### src/rtl/control_fsm_pkg.sv
// control_fsm_pkg -- shared encodings for the CPU control FSM.
//
// Holds the state encodings (5 bits), the opcode/op values decoded at DEC,
// the nsel / vsel / mem_cmd encodings seen by the datapath and memory, and the
// packed control word that the FSM drives out of each state.
//
// Configuration: S_HALT exists only when CTRL_HALT_EN is defined.

package control_fsm_pkg;

    // State encodings
    localparam logic [4:0] S_RST  = 5'd0;
    localparam logic [4:0] S_IF1  = 5'd1;
    localparam logic [4:0] S_IF2  = 5'd2;
    localparam logic [4:0] S_UPC  = 5'd3;
    localparam logic [4:0] S_DEC  = 5'd4;
    localparam logic [4:0] S_WIMM = 5'd5;
    localparam logic [4:0] S_GETA = 5'd6;
    localparam logic [4:0] S_GETB = 5'd7;
    localparam logic [4:0] S_EXE  = 5'd8;   // ALU operation into C
    localparam logic [4:0] S_EXM  = 5'd9;   // MOV reg: 0 + B into C
    localparam logic [4:0] S_CMP  = 5'd10;  // ALU CMP: status only
    localparam logic [4:0] S_WREG = 5'd11;
    localparam logic [4:0] S_ADR  = 5'd12;
    localparam logic [4:0] S_LADR = 5'd13;
    localparam logic [4:0] S_RDM  = 5'd14;
    localparam logic [4:0] S_WMEM = 5'd15;
    localparam logic [4:0] S_GETD = 5'd16;
    localparam logic [4:0] S_PASS = 5'd17;
    localparam logic [4:0] S_STM  = 5'd18;
`ifdef CTRL_HALT_EN
    localparam logic [4:0] S_HALT = 5'd19;
`endif

    // Opcodes and ALU op values
    localparam logic [2:0] OPC_MOV  = 3'b110;
    localparam logic [2:0] OPC_ALU  = 3'b101;
    localparam logic [2:0] OPC_LDR  = 3'b011;
    localparam logic [2:0] OPC_STR  = 3'b100;
    localparam logic [2:0] OPC_HALT = 3'b111;
    localparam logic [1:0] OP_MOVIMM = 2'b10;
    localparam logic [1:0] OP_MOVREG = 2'b00;
    localparam logic [1:0] OP_CMP    = 2'b01;
    localparam logic [1:0] OP_MEM    = 2'b00;

    // Register select to the instruction decoder
    localparam logic [1:0] NSEL_RN = 2'b00;
    localparam logic [1:0] NSEL_RD = 2'b01;
    localparam logic [1:0] NSEL_RM = 2'b10;

    // Writeback mux select
    localparam logic [1:0] VSEL_C     = 2'b00;
    localparam logic [1:0] VSEL_IMM   = 2'b01;
    localparam logic [1:0] VSEL_MDATA = 2'b10;

    // Memory command
    localparam logic [1:0] MEM_NONE  = 2'b00;
    localparam logic [1:0] MEM_READ  = 2'b01;
    localparam logic [1:0] MEM_WRITE = 2'b10;

    typedef struct packed {
        logic [1:0] nsel;
        logic [1:0] vsel;
        logic       loada;
        logic       loadb;
        logic       loadc;
        logic       loads;
        logic       asel;
        logic       bsel;
        logic       write;
        logic       load_ir;
        logic       load_pc;
        logic       reset_pc;
        logic       addr_sel;
        logic       load_addr;
        logic [1:0] mem_cmd;
        logic       w;
    } ctrl_t;

    // Control word with every enable off and the selects at their idle values.
    function automatic ctrl_t ctrl_idle();
        ctrl_t c;
        c         = '0;
        c.nsel    = NSEL_RN;
        c.vsel    = VSEL_C;
        c.mem_cmd = MEM_NONE;
        return c;
    endfunction

endpackage

### src/rtl/control_fsm.sv
// control_fsm -- Moore control FSM for the multicycle CPU.
//
// Fetches an instruction (IF1, IF2, UPC), decodes it (DEC) and sequences its
// execution through the datapath, one instruction per pass, no pipelining.
// Outputs depend only on the current state.
//
// Ports:
//   clk                         rising-edge clock
//   reset                       synchronous, active-high; next state RST
//   opcode[2:0], op[1:0]        from the instruction decoder
//   nsel[1:0]                   register select back to the decoder
//   vsel[1:0]                   writeback mux select
//   loada/loadb/loadc/loads     datapath register enables
//   asel, bsel                  A-operand zero / B-operand sximm5 select
//   write                       register-file write enable
//   load_ir, load_pc, reset_pc  IR / PC control
//   addr_sel, load_addr         memory address source / data address enable
//   mem_cmd[1:0]                memory command
//   w                           high in RST (and HALT)
//
// Configuration: define CTRL_HALT_EN to add the HALT instruction (opcode 111);
// otherwise opcode 111 executes as a NOP.

module control_fsm
    import control_fsm_pkg::*;
(
    input  logic       clk,
    input  logic       reset,
    input  logic [2:0] opcode,
    input  logic [1:0] op,
    output logic [1:0] nsel,
    output logic [1:0] vsel,
    output logic       loada,
    output logic       loadb,
    output logic       loadc,
    output logic       loads,
    output logic       asel,
    output logic       bsel,
    output logic       write,
    output logic       load_ir,
    output logic       load_pc,
    output logic       reset_pc,
    output logic       addr_sel,
    output logic       load_addr,
    output logic [1:0] mem_cmd,
    output logic       w
);

    logic [4:0] state_q, state_d;
    ctrl_t      ctrl;

    always_ff @(posedge clk) begin
        if (reset) begin
            state_q <= S_RST;
        end else begin
            state_q <= state_d;
        end
    end

    // Later shared states (GETA, GETB, LADR) branch on opcode/op again; the IR
    // is held for the whole instruction so the decoder outputs stay stable.
    always_comb begin
        state_d = S_RST;
        case (state_q)
            S_RST:  state_d = S_IF1;
            S_IF1:  state_d = S_IF2;
            S_IF2:  state_d = S_UPC;
            S_UPC:  state_d = S_DEC;
            S_DEC: begin
                state_d = S_IF1;  // undefined encodings fall through as a NOP
                if (opcode == OPC_MOV && op == OP_MOVIMM) begin
                    state_d = S_WIMM;
                end else if (opcode == OPC_MOV && op == OP_MOVREG) begin
                    state_d = S_GETB;
                end else if (opcode == OPC_ALU) begin
                    state_d = S_GETA;
                end else if ((opcode == OPC_LDR || opcode == OPC_STR) && op == OP_MEM) begin
                    state_d = S_GETA;
`ifdef CTRL_HALT_EN
                end else if (opcode == OPC_HALT) begin
                    state_d = S_HALT;
`endif
                end
            end
            S_WIMM: state_d = S_IF1;
            S_GETA: state_d = (opcode == OPC_ALU) ? S_GETB : S_ADR;
            S_GETB: begin
                if (opcode == OPC_MOV) begin
                    state_d = S_EXM;
                end else if (op == OP_CMP) begin
                    state_d = S_CMP;
                end else begin
                    state_d = S_EXE;
                end
            end
            S_EXE:  state_d = S_WREG;
            S_EXM:  state_d = S_WREG;
            S_CMP:  state_d = S_IF1;
            S_WREG: state_d = S_IF1;
            S_ADR:  state_d = S_LADR;
            S_LADR: state_d = (opcode == OPC_LDR) ? S_RDM : S_GETD;
            S_RDM:  state_d = S_WMEM;
            S_WMEM: state_d = S_IF1;
            S_GETD: state_d = S_PASS;
            S_PASS: state_d = S_STM;
            S_STM:  state_d = S_IF1;
`ifdef CTRL_HALT_EN
            S_HALT: state_d = S_HALT;
`endif
            default: state_d = S_RST;  // illegal encoding recovers through RST
        endcase
    end

    always_comb begin
        ctrl = ctrl_idle();
        case (state_q)
            S_RST: begin
                ctrl.reset_pc = 1'b1;
                ctrl.load_pc  = 1'b1;
                ctrl.w        = 1'b1;
            end
            S_IF1: begin
                ctrl.addr_sel = 1'b1;
                ctrl.mem_cmd  = MEM_READ;
            end
            S_IF2: begin
                ctrl.addr_sel = 1'b1;
                ctrl.mem_cmd  = MEM_READ;
                ctrl.load_ir  = 1'b1;
            end
            S_UPC:  ctrl.load_pc = 1'b1;
            S_WIMM: begin
                ctrl.nsel  = NSEL_RN;
                ctrl.vsel  = VSEL_IMM;
                ctrl.write = 1'b1;
            end
            S_GETA: begin
                ctrl.nsel  = NSEL_RN;
                ctrl.loada = 1'b1;
            end
            S_GETB: begin
                ctrl.nsel  = NSEL_RM;
                ctrl.loadb = 1'b1;
            end
            S_EXE:  ctrl.loadc = 1'b1;
            S_EXM, S_PASS: begin
                ctrl.asel  = 1'b1;
                ctrl.loadc = 1'b1;
            end
            S_CMP:  ctrl.loads = 1'b1;
            S_WREG: begin
                ctrl.nsel  = NSEL_RD;
                ctrl.write = 1'b1;
            end
            S_ADR: begin
                ctrl.bsel  = 1'b1;
                ctrl.loadc = 1'b1;
            end
            S_LADR: ctrl.load_addr = 1'b1;
            S_RDM:  ctrl.mem_cmd = MEM_READ;
            S_WMEM: begin
                ctrl.nsel    = NSEL_RD;
                ctrl.vsel    = VSEL_MDATA;
                ctrl.write   = 1'b1;
                ctrl.mem_cmd = MEM_READ;
            end
            S_GETD: begin
                ctrl.nsel  = NSEL_RD;
                ctrl.loadb = 1'b1;
            end
            S_STM:  ctrl.mem_cmd = MEM_WRITE;
`ifdef CTRL_HALT_EN
            S_HALT: ctrl.w = 1'b1;
`endif
            default: ;  // DEC and illegal encodings: everything idle
        endcase
    end

    assign nsel      = ctrl.nsel;
    assign vsel      = ctrl.vsel;
    assign loada     = ctrl.loada;
    assign loadb     = ctrl.loadb;
    assign loadc     = ctrl.loadc;
    assign loads     = ctrl.loads;
    assign asel      = ctrl.asel;
    assign bsel      = ctrl.bsel;
    assign write     = ctrl.write;
    assign load_ir   = ctrl.load_ir;
    assign load_pc   = ctrl.load_pc;
    assign reset_pc  = ctrl.reset_pc;
    assign addr_sel  = ctrl.addr_sel;
    assign load_addr = ctrl.load_addr;
    assign mem_cmd   = ctrl.mem_cmd;
    assign w         = ctrl.w;

endmodule

### config.mk
export PLATFORM = sky130hd
export DESIGN_NAME = control_fsm
export DESIGN_NICKNAME = d
export VERILOG_FILES = /design/src/rtl/control_fsm_pkg.sv /design/src/rtl/control_fsm.sv
export SDC_FILE = /design/constraint.sdc
export NUM_CORES = 1
export LEC_CHECK = 0
export ABC_AREA = 1
export CAP_MARGIN = 20
export CORE_MARGIN = 4
export CORE_UTILIZATION = 40
export DETAILED_ROUTE_END_ITERATION = 8
export PLACE_DENSITY = 0.77
export RECOVER_POWER = 100
export SYNTH_ARGS = -nofsm -noshare
export SYNTH_HDL_FRONTEND = slang
export SYNTH_SLANG_ARGS = --single-unit
### constraint.sdc
create_clock -name clk -period 1.3 [get_ports clk]
set_input_delay 0.325 -clock clk [delete_from_list [all_inputs] [get_ports clk]]
set_output_delay 0.325 -clock clk [all_outputs]
set_load 0.05 [all_outputs]
==> results.ini, run 1 <==
[floorplanning]
die_w_microns = 46.1
die_h_microns = 46.1
start_util_pct = 43.6
io_pins = 26
floorplan.rows = 13

[status]
stop_stage = detailed placement
status = stopped before the end
toolErrorMsg = [ERROR DPL-0038] Utilization greater than 100%, impossible to legalize

[yosys]
ys_ff_latch = 5
synth_top_area_share_pct = 17.2
synth.most_common_cell = nor2_1
synth_area_per_cell_sq_um = 5.10
ys_seq_area_share_pct = 17.2
synth_commonest_cells = 26 x nor2_1, 21 x nand2_1, 19 x inv_1
syn-num-nets = 121
netlist_area_sq_um = 582
yosys.area.top_type = dfxtp_1
synth-edff-count = 0
synthDistinctLibCells = 19
synth_area_leaders = dfxtp_1 17%, nor2_1 17%, nand2_1 14%, inv_1 12%, nand3_1 11%
ys_warn_count = 0
async_reset_ff_share_pct = 0
synthCells = 114
synth_ff_type = dfxtp_1

[placed_design]
io_buffers = 25
place_congestion = 0.886

[metrics by stage]
step | instances | setup WS (ns) | hold slack (ns)
2_1_floorplan | 114 | -0.160 | 0.387
3_3_place_gp | 174 | -0.311 | 0.738
[logic make-up after synthesis]
family / share of synthesized area, %
AO/OA/AOI/OAI: 8.60
buffers and inverters: 16.3
flip-flops: 17.2
AND/OR/NAND/NOR: 57.9
==> run 2: changes to the inputs <==
--- a/config.mk
+++ b/config.mk
@@ -7,10 +7,10 @@
 export LEC_CHECK = 0
 export ABC_AREA = 1
 export CAP_MARGIN = 20
-export CORE_MARGIN = 4
-export CORE_UTILIZATION = 40
+export CORE_AREA = 4 4 65 67
 export DETAILED_ROUTE_END_ITERATION = 8
-export PLACE_DENSITY = 0.77
+export DIE_AREA = 0 0 69 71
+export PLACE_DENSITY_LB_ADDON = 0.15
 export RECOVER_POWER = 100
 export SYNTH_ARGS = -nofsm -noshare
 export SYNTH_HDL_FRONTEND = slang
==> results.ini, run 2 <==
[status]
status = finished, violations left
violations = negative setup slack

[yosys]
yosys.area.top_type = dfxtp_1
ys_seq_area_share_pct = 17.2  ; unchanged
netlist_area_sq_um = 582  ; unchanged
synth_top_area_share_pct = 17.2  ; unchanged
synth_commonest_cells = 26 x nor2_1, 21 x nand2_1, 19 x inv_1
synth-edff-count = 0  ; unchanged
ys_ff_latch = 5  ; unchanged
synthDistinctLibCells = 19  ; unchanged
synth_area_leaders = dfxtp_1 17%, nor2_1 17%, nand2_1 14%, inv_1 12%, nand3_1 11%
synth_area_per_cell_sq_um = 5.10  ; unchanged
async_reset_ff_share_pct = 0  ; unchanged
synthCells = 114  ; unchanged
syn-num-nets = 121  ; unchanged
synth_ff_type = dfxtp_1
ys_warn_count = 0  ; unchanged
synth.most_common_cell = nor2_1

[timing]
fmax_mhz = 628
tightest_slew_ns = 0.233
slew_headroom_pct = 84.5
fin_skew_ns = 0.00269
setup_viol = 23
layout_setup_ws_ns = -0.291
finalCritPeriodShare_pct = 122
holdWs_ns = 0.726
post-route-min-period_ns = 1.59
slew_violations = 0
rsz0062_at_grt = true
hold_viol_final = 0

[setup_path]
max_stage_delay_ns = 0.38
required_ns = 0.98
start_kind = flip-flop
crit_chain = inv_2 -> nor2_2 -> nand2_2 -> a21oi_4 -> buf_12
path_buf_inv = 2
slowest_stage = dfxtp_2
critPathKind = flip-flop to primary output
critPathMaxFanout = 4
cp-end-kind = primary output
cp.arrival_ns = 1.27
cp_top_family = flip-flops

[drt]
ant_nets = 0
viasPerCell = 4.15
drc = 0
initialDrtViolationCount = 15
first_pass_iters = 4
wl_per_cell_microns = 10.8
dr_total_vias = 938
routed_wl_microns = 2440

[clocking]
clk_latency_ns = 0.23
cts_tree = yes
cts_made_buffers = 3
cts_sinks = 5
cts_buffer_depth = 2
cts.clk_slew.worst_paths_ns = 0.03
cts_hold_buffers = 0
cts_root_buffer = clkbuf_8
cts-htree-levels = 1

[pwr]
vdd_drop_max_mv = 0.977
power_leakage_nw = 0.762
power.density_mw_per_mm2 = 1590

[hold_path]
hold_path_class = primary input to flip-flop

[floorplanning]
start_util_pct = 16.0  ; -28 points
die_w_microns = 69  ; +50%
io_pins = 26  ; unchanged
die_h_microns = 71  ; +54%
core_area_sq_mm = 0.00363
floorplan.rows = 22  ; +9
die_area_sq_mm = 0.00490

[global_routing]
grt_pass1_wl_microns = 4370
grt_pass1_vias = 992
grt_start_max_net_pins = 11
grt_util_all_layers_pct = 10.7
overflow = 0
antenna_found_initial = 0

[layout]
fin_util_pct = 46.6
antenna_cells = 0
nets = 186
largest_register_ffs = 5
layout_common_cells = 30 x buf_4, 19 x buf_12, 14 x nor2_1
final_layout_size_suffix_gt1_share_pct = 64.6
biggestRegsByFlops = state_q (5)
top_register = state_q
area_growth_pct = 191
layout_commonest_cell = buf_4

[placed_design]
dp_hpwl_microns = 2040
place_congestion = 0.796  ; -10%
io_buffers = 25  ; unchanged

[job]
max-cap-violations = 0

[run 2: power breakdown]
group,switching (mW),internal (mW),total [mW]
Clock,0.0834,0.211,0.294
Combinational,1.13,0.981,2.11
Sequential,0.0784,0.203,0.282
Total,1.29,1.40,2.69
[run 2: worst reg2reg max path: stages (launching register included)]
cell and delay [ns]:
dfxtp_2 0.34, buf_4 0.15, nor2_2 0.11, nand3_2 0.16, buf_6 0.16, buf_4 0.13
nor2_1 0.09, nor2_1 0.05, nand3_1 0.08, nor2_1 0.05, nor2_1 0.09
[run 2: path summary, 6_finish.rpt]
kind / startpoint / end / slack (ns) / cells past startpoint
max reg2reg: state_q[3] / state_q[0] / -0.17 / 10
min reg2reg: state_q[0] / state_q[2] / 0.79 / 4
min: opcode[0] / state_q[4] / 0.73 / 5
max: state_q[3] / asel / -0.29 / 5
[run 2: timing repair]
action	CTS	global route
buffers inserted	7	1
hold endpoints to repair	0	0
resized for setup	36	3
pin swaps	14	1
endpoints found under the setup margin	23	23
[run 2: per-stage QoR]
stage	std cells	setup TNS, ns	setup slack, ns	power, mW	instance area, sq um
4_1_cts	225	-5.17	-0.303	2.70	1670
3_3_place_gp	215	-2.36	-0.310	2.15	1470
5_1_grt	226	-6.54	-0.357	2.83	1690
6_report	226	-5.11	-0.291	2.69	1690
2_1_floorplan	114	-1.17	-0.160	1.30	766
3_5_place_dp	215	-2.52	-0.327	2.17	1470
[run 2: cells by family (layout without fill, tap and decap cells)]
family,after synthesis,count (layout),synth area share [%]
simple gates,75,75,57.9
compound gates,10,10,8.60
flops,5,5,17.2
buf+inv,24,88,16.3
[run 2: area by class of cell]
| class | instances | area (sq um) |
|---|---|---|
| clock buffer | 4 | 45.0 |
| fill | 372 | 1940 |
| inverter | 22 | 103 |
| multi-input combinational | 85 | 632 |
| sequential | 5 | 114 |
| tap | 48 | 60.1 |
| timing repair buffer | 62 | 741 |
[run 2: routing by layer]
metal / GRT usage [%] / vias up / wire length, microns
met5: 0 / - / 0
met4: 4.56 / 0 / 36
met3: 2.27 / 2 / 79
met2: 19.6 / 21 / 1300
met1: 12.0 / 426 / 1020
li1: - / 489 / -
No activity file was read; power rests on OpenSTA's default activity.
==> run 3: changes to the inputs <==
--- a/config.mk
+++ b/config.mk
@@ -12,6 +12,8 @@
 export DIE_AREA = 0 0 69 71
 export PLACE_DENSITY_LB_ADDON = 0.15
 export RECOVER_POWER = 100
+export REMOVE_ABC_BUFFERS = 1
+export SKIP_LAST_GASP = 1
 export SYNTH_ARGS = -nofsm -noshare
 export SYNTH_HDL_FRONTEND = slang
 export SYNTH_SLANG_ARGS = --single-unit
==> results.ini, run 3 (same netlist as run 2, synthesis figures left out) <==
[hold_path]
holdCritStartpoint = opcode[1]
hold_path_class = primary input to flip-flop
min_path_cells = 6  ; +1
hold_path_end = state_q[2]

[floorplanning]
die_area_sq_mm = 0.00490  ; unchanged
start_util_pct = 16.0  ; unchanged
io_pins = 26  ; unchanged
floorplan.rows = 22  ; unchanged
core_area_sq_mm = 0.00363  ; unchanged
die_h_microns = 71  ; unchanged
die_w_microns = 69  ; unchanged

[timing]
finalCritPeriodShare_pct = 128  ; +5.5 points
fin_skew_ns = 0.000344  ; -0.00235 ns
hold_viol_final = 0  ; unchanged
tns_ns = -5.77  ; -0.662 ns
slew_violations = 0  ; unchanged
setup_viol = 24  ; +4.3%
fmax_mhz = 601  ; -4.3%
rsz0062_at_grt = true
post-route-min-period_ns = 1.66  ; +0.0719 ns
layout_setup_ws_ns = -0.363  ; -0.0719 ns
slew_headroom_pct = 81.4  ; -3.1 points
tightest_slew_ns = 0.278  ; +0.0453 ns

[setup_path]
cp_top_family = flip-flops
rr_startpoint = state_q[1]
slowest_stage = dfxtp_4
rr_worst_depth = 11  ; +1
cp-end-kind = primary output
reg2reg_to = state_q[0]
critPathMaxFanout = 4  ; unchanged
start_kind = flip-flop
crit_chain = nand2_2 -> buf_6 -> nand4_1 -> o21ai_1 -> buf_12
critPathKind = flip-flop to primary output
path_buf_inv = 2  ; unchanged
required_ns = 0.98  ; about the same
rrSetupSlack_ns = -0.21  ; -0.04 ns
max_stage_delay_ns = 0.36  ; -0.02 ns
cp.arrival_ns = 1.34  ; +0.07 ns

[clocking]
cts_buffer_depth = 2  ; unchanged
cts_tree = yes
cts_root_buffer = clkbuf_8
cts_made_buffers = 3  ; unchanged
clk_latency_ns = 0.22  ; about the same
cts.clk_slew.worst_paths_ns = 0.03  ; about the same
cts_sinks = 5  ; unchanged
cts-htree-levels = 1  ; unchanged

[layout]
layout_common_cells = 30 x buf_4, 20 x buf_12, 13 x nor2_1
final_layout_size_suffix_gt1_share_pct = 66.1  ; +1.5 points
area_growth_pct = 198
nFillCells = 357  ; -4.0%
antenna_cells = 0  ; unchanged
multi_input_area_sq_um = 603  ; -4.6%
top_register = state_q
finalNonFillerCells = 231  ; +2.2%
layout_commonest_cell = buf_4
nets = 191  ; +2.7%
largest_register_ffs = 5  ; unchanged
final-seq-area_sq_um = 119  ; +4.4%
stdcell_area_sq_mm = 0.00174  ; +2.5%
biggestRegsByFlops = state_q (5)

[drt]
routed_wl_microns = 2840  ; +17%
initialDrtViolationCount = 20  ; +5
wl_per_cell_microns = 12.3  ; +14%
ant_nets = 0  ; unchanged
drc = 0  ; unchanged
wl_met3_microns = 85  ; +7.6%
wl_met2_microns = 1670  ; +28%
route.layer.met1.wl_microns = 1070  ; +5.1%
first_pass_iters = 5  ; +1
viasPerCell = 4.28  ; +3.2%
top_layer = met4
dr_total_vias = 989  ; +5.4%

[pwr]
p_total_mw = 2.67  ; -0.72%
clockPowerShare_pct = 10.5  ; -0.4 points
p_seq_share_pct = 10.3  ; -0.2 points
combPwrFrac_pct = 79.2  ; +0.6 points
power_leakage_nw = 0.825  ; +8.3%
internal_power_mw = 1.41  ; +1.2%
vdd_drop_max_mv = 0.705  ; -28%
power.density_mw_per_mm2 = 1540  ; -3.1%
power_switching_mw = 1.26  ; -2.8%
sw_frac_of_total_pct = 47.1  ; -1.0 points

[job]
max-cap-violations = 0  ; unchanged

[global_routing]
antenna_found_initial = 0  ; unchanged
grt_util_all_layers_pct = 11.5  ; +0.76 points
grt_pass1_vias = 1043  ; +5.1%
overflow = 0  ; unchanged
grt_pass1_wl_microns = 4730  ; +8.2%
grt_start_max_net_pins = 8  ; -3

[placed_design]
placedCellCount = 215  ; unchanged
io_buffers = 25  ; unchanged
pre_cts_ws_ns = -0.360  ; -0.0323 ns
place_congestion = 0.813  ; +2.2%
dp_hpwl_microns = 1980  ; -3.1%
placed_area_sq_mm = 0.00131  ; -11%

[status]
violations = negative setup slack
status = finished, violations left

## run 3: cell types whose count changed in the layout (fill, tap and decap cells not counted), moves of 3 or more
cell	delta
a21oi_2	+3
buf_6	+4
nor2_2	+3
dlygate4sd2_1	-3
## run 3: layer usage
layer / vias up / global-route usage, %
met5: - / 0
met4: 0 / 2.39
met3: 2 / 2.70
met2: 23 / 23.4
met1: 471 / 11.8
li1: 493 / -
## run 3: repair_timing
action                     in CTS  in global routing
gates resized for setup        71                 21
setup endpoints to repair      23                 24
pin swaps                      17                 13
gates cloned                    0                  0
hold buffers                    0                  0
setup buffers                   9                  4
hold endpoints to repair        0                  0
## run 3: worst max path at each step
stage	start	endpoint	slack, ns	cells after the start
final	state_q[1]	mem_cmd[0]	-0.36	5
after global routing	state_q[3]	mem_cmd[0]	-0.41	4
after CTS	state_q[2]	mem_cmd[0]	-0.30	4
after detailed placement	opcode[1]	state_q[1]	-0.36	8
after global placement	opcode[1]	state_q[2]	-0.36	6
after floorplan	state_q[3]	state_q[0]	-1.03	7
## run 3: area by class of cell
class / count / area share, %
flip-flops and latches: 5 / 6.84
inverters: 22 / 5.62
clock buffers: 4 / 2.59
multi-input cells: 85 / 34.7
well taps: 48 / 3.46
repair buffers: 67 / 46.8
## run 3: power by group through the flow
| stage | logic [mW] | registers [mW] | clock network (mW) |
|---|---|---|---|
| global placement | 1.76 | 0.226 | 0 |
| floorplan | 0.722 | 0.224 | 0 |
| detailed placement | 1.77 | 0.224 | 0 |
| finish | 2.12 | 0.274 | 0.281 |
| global route | 2.22 | 0.276 | 0.309 |
| CTS | 2.04 | 0.260 | 0.289 |
## run 3: through the flow
stage                     hold slack (ns)  util (%)
final                               0.720      47.8
after global routing                0.787      47.8
after CTS                           0.746      45.1
after detailed placement            0.736      36.0
after global placement              0.735      36.0
after floorplan                     0.394         -
## run 3: tightest hold or removal path, delay by kind of cell
family                 cells  cell delay [ns]
and+or+nand+nor            3             0.23
buffers and inverters      1             0.18
AOI/OAI and AO/OA          2             0.15
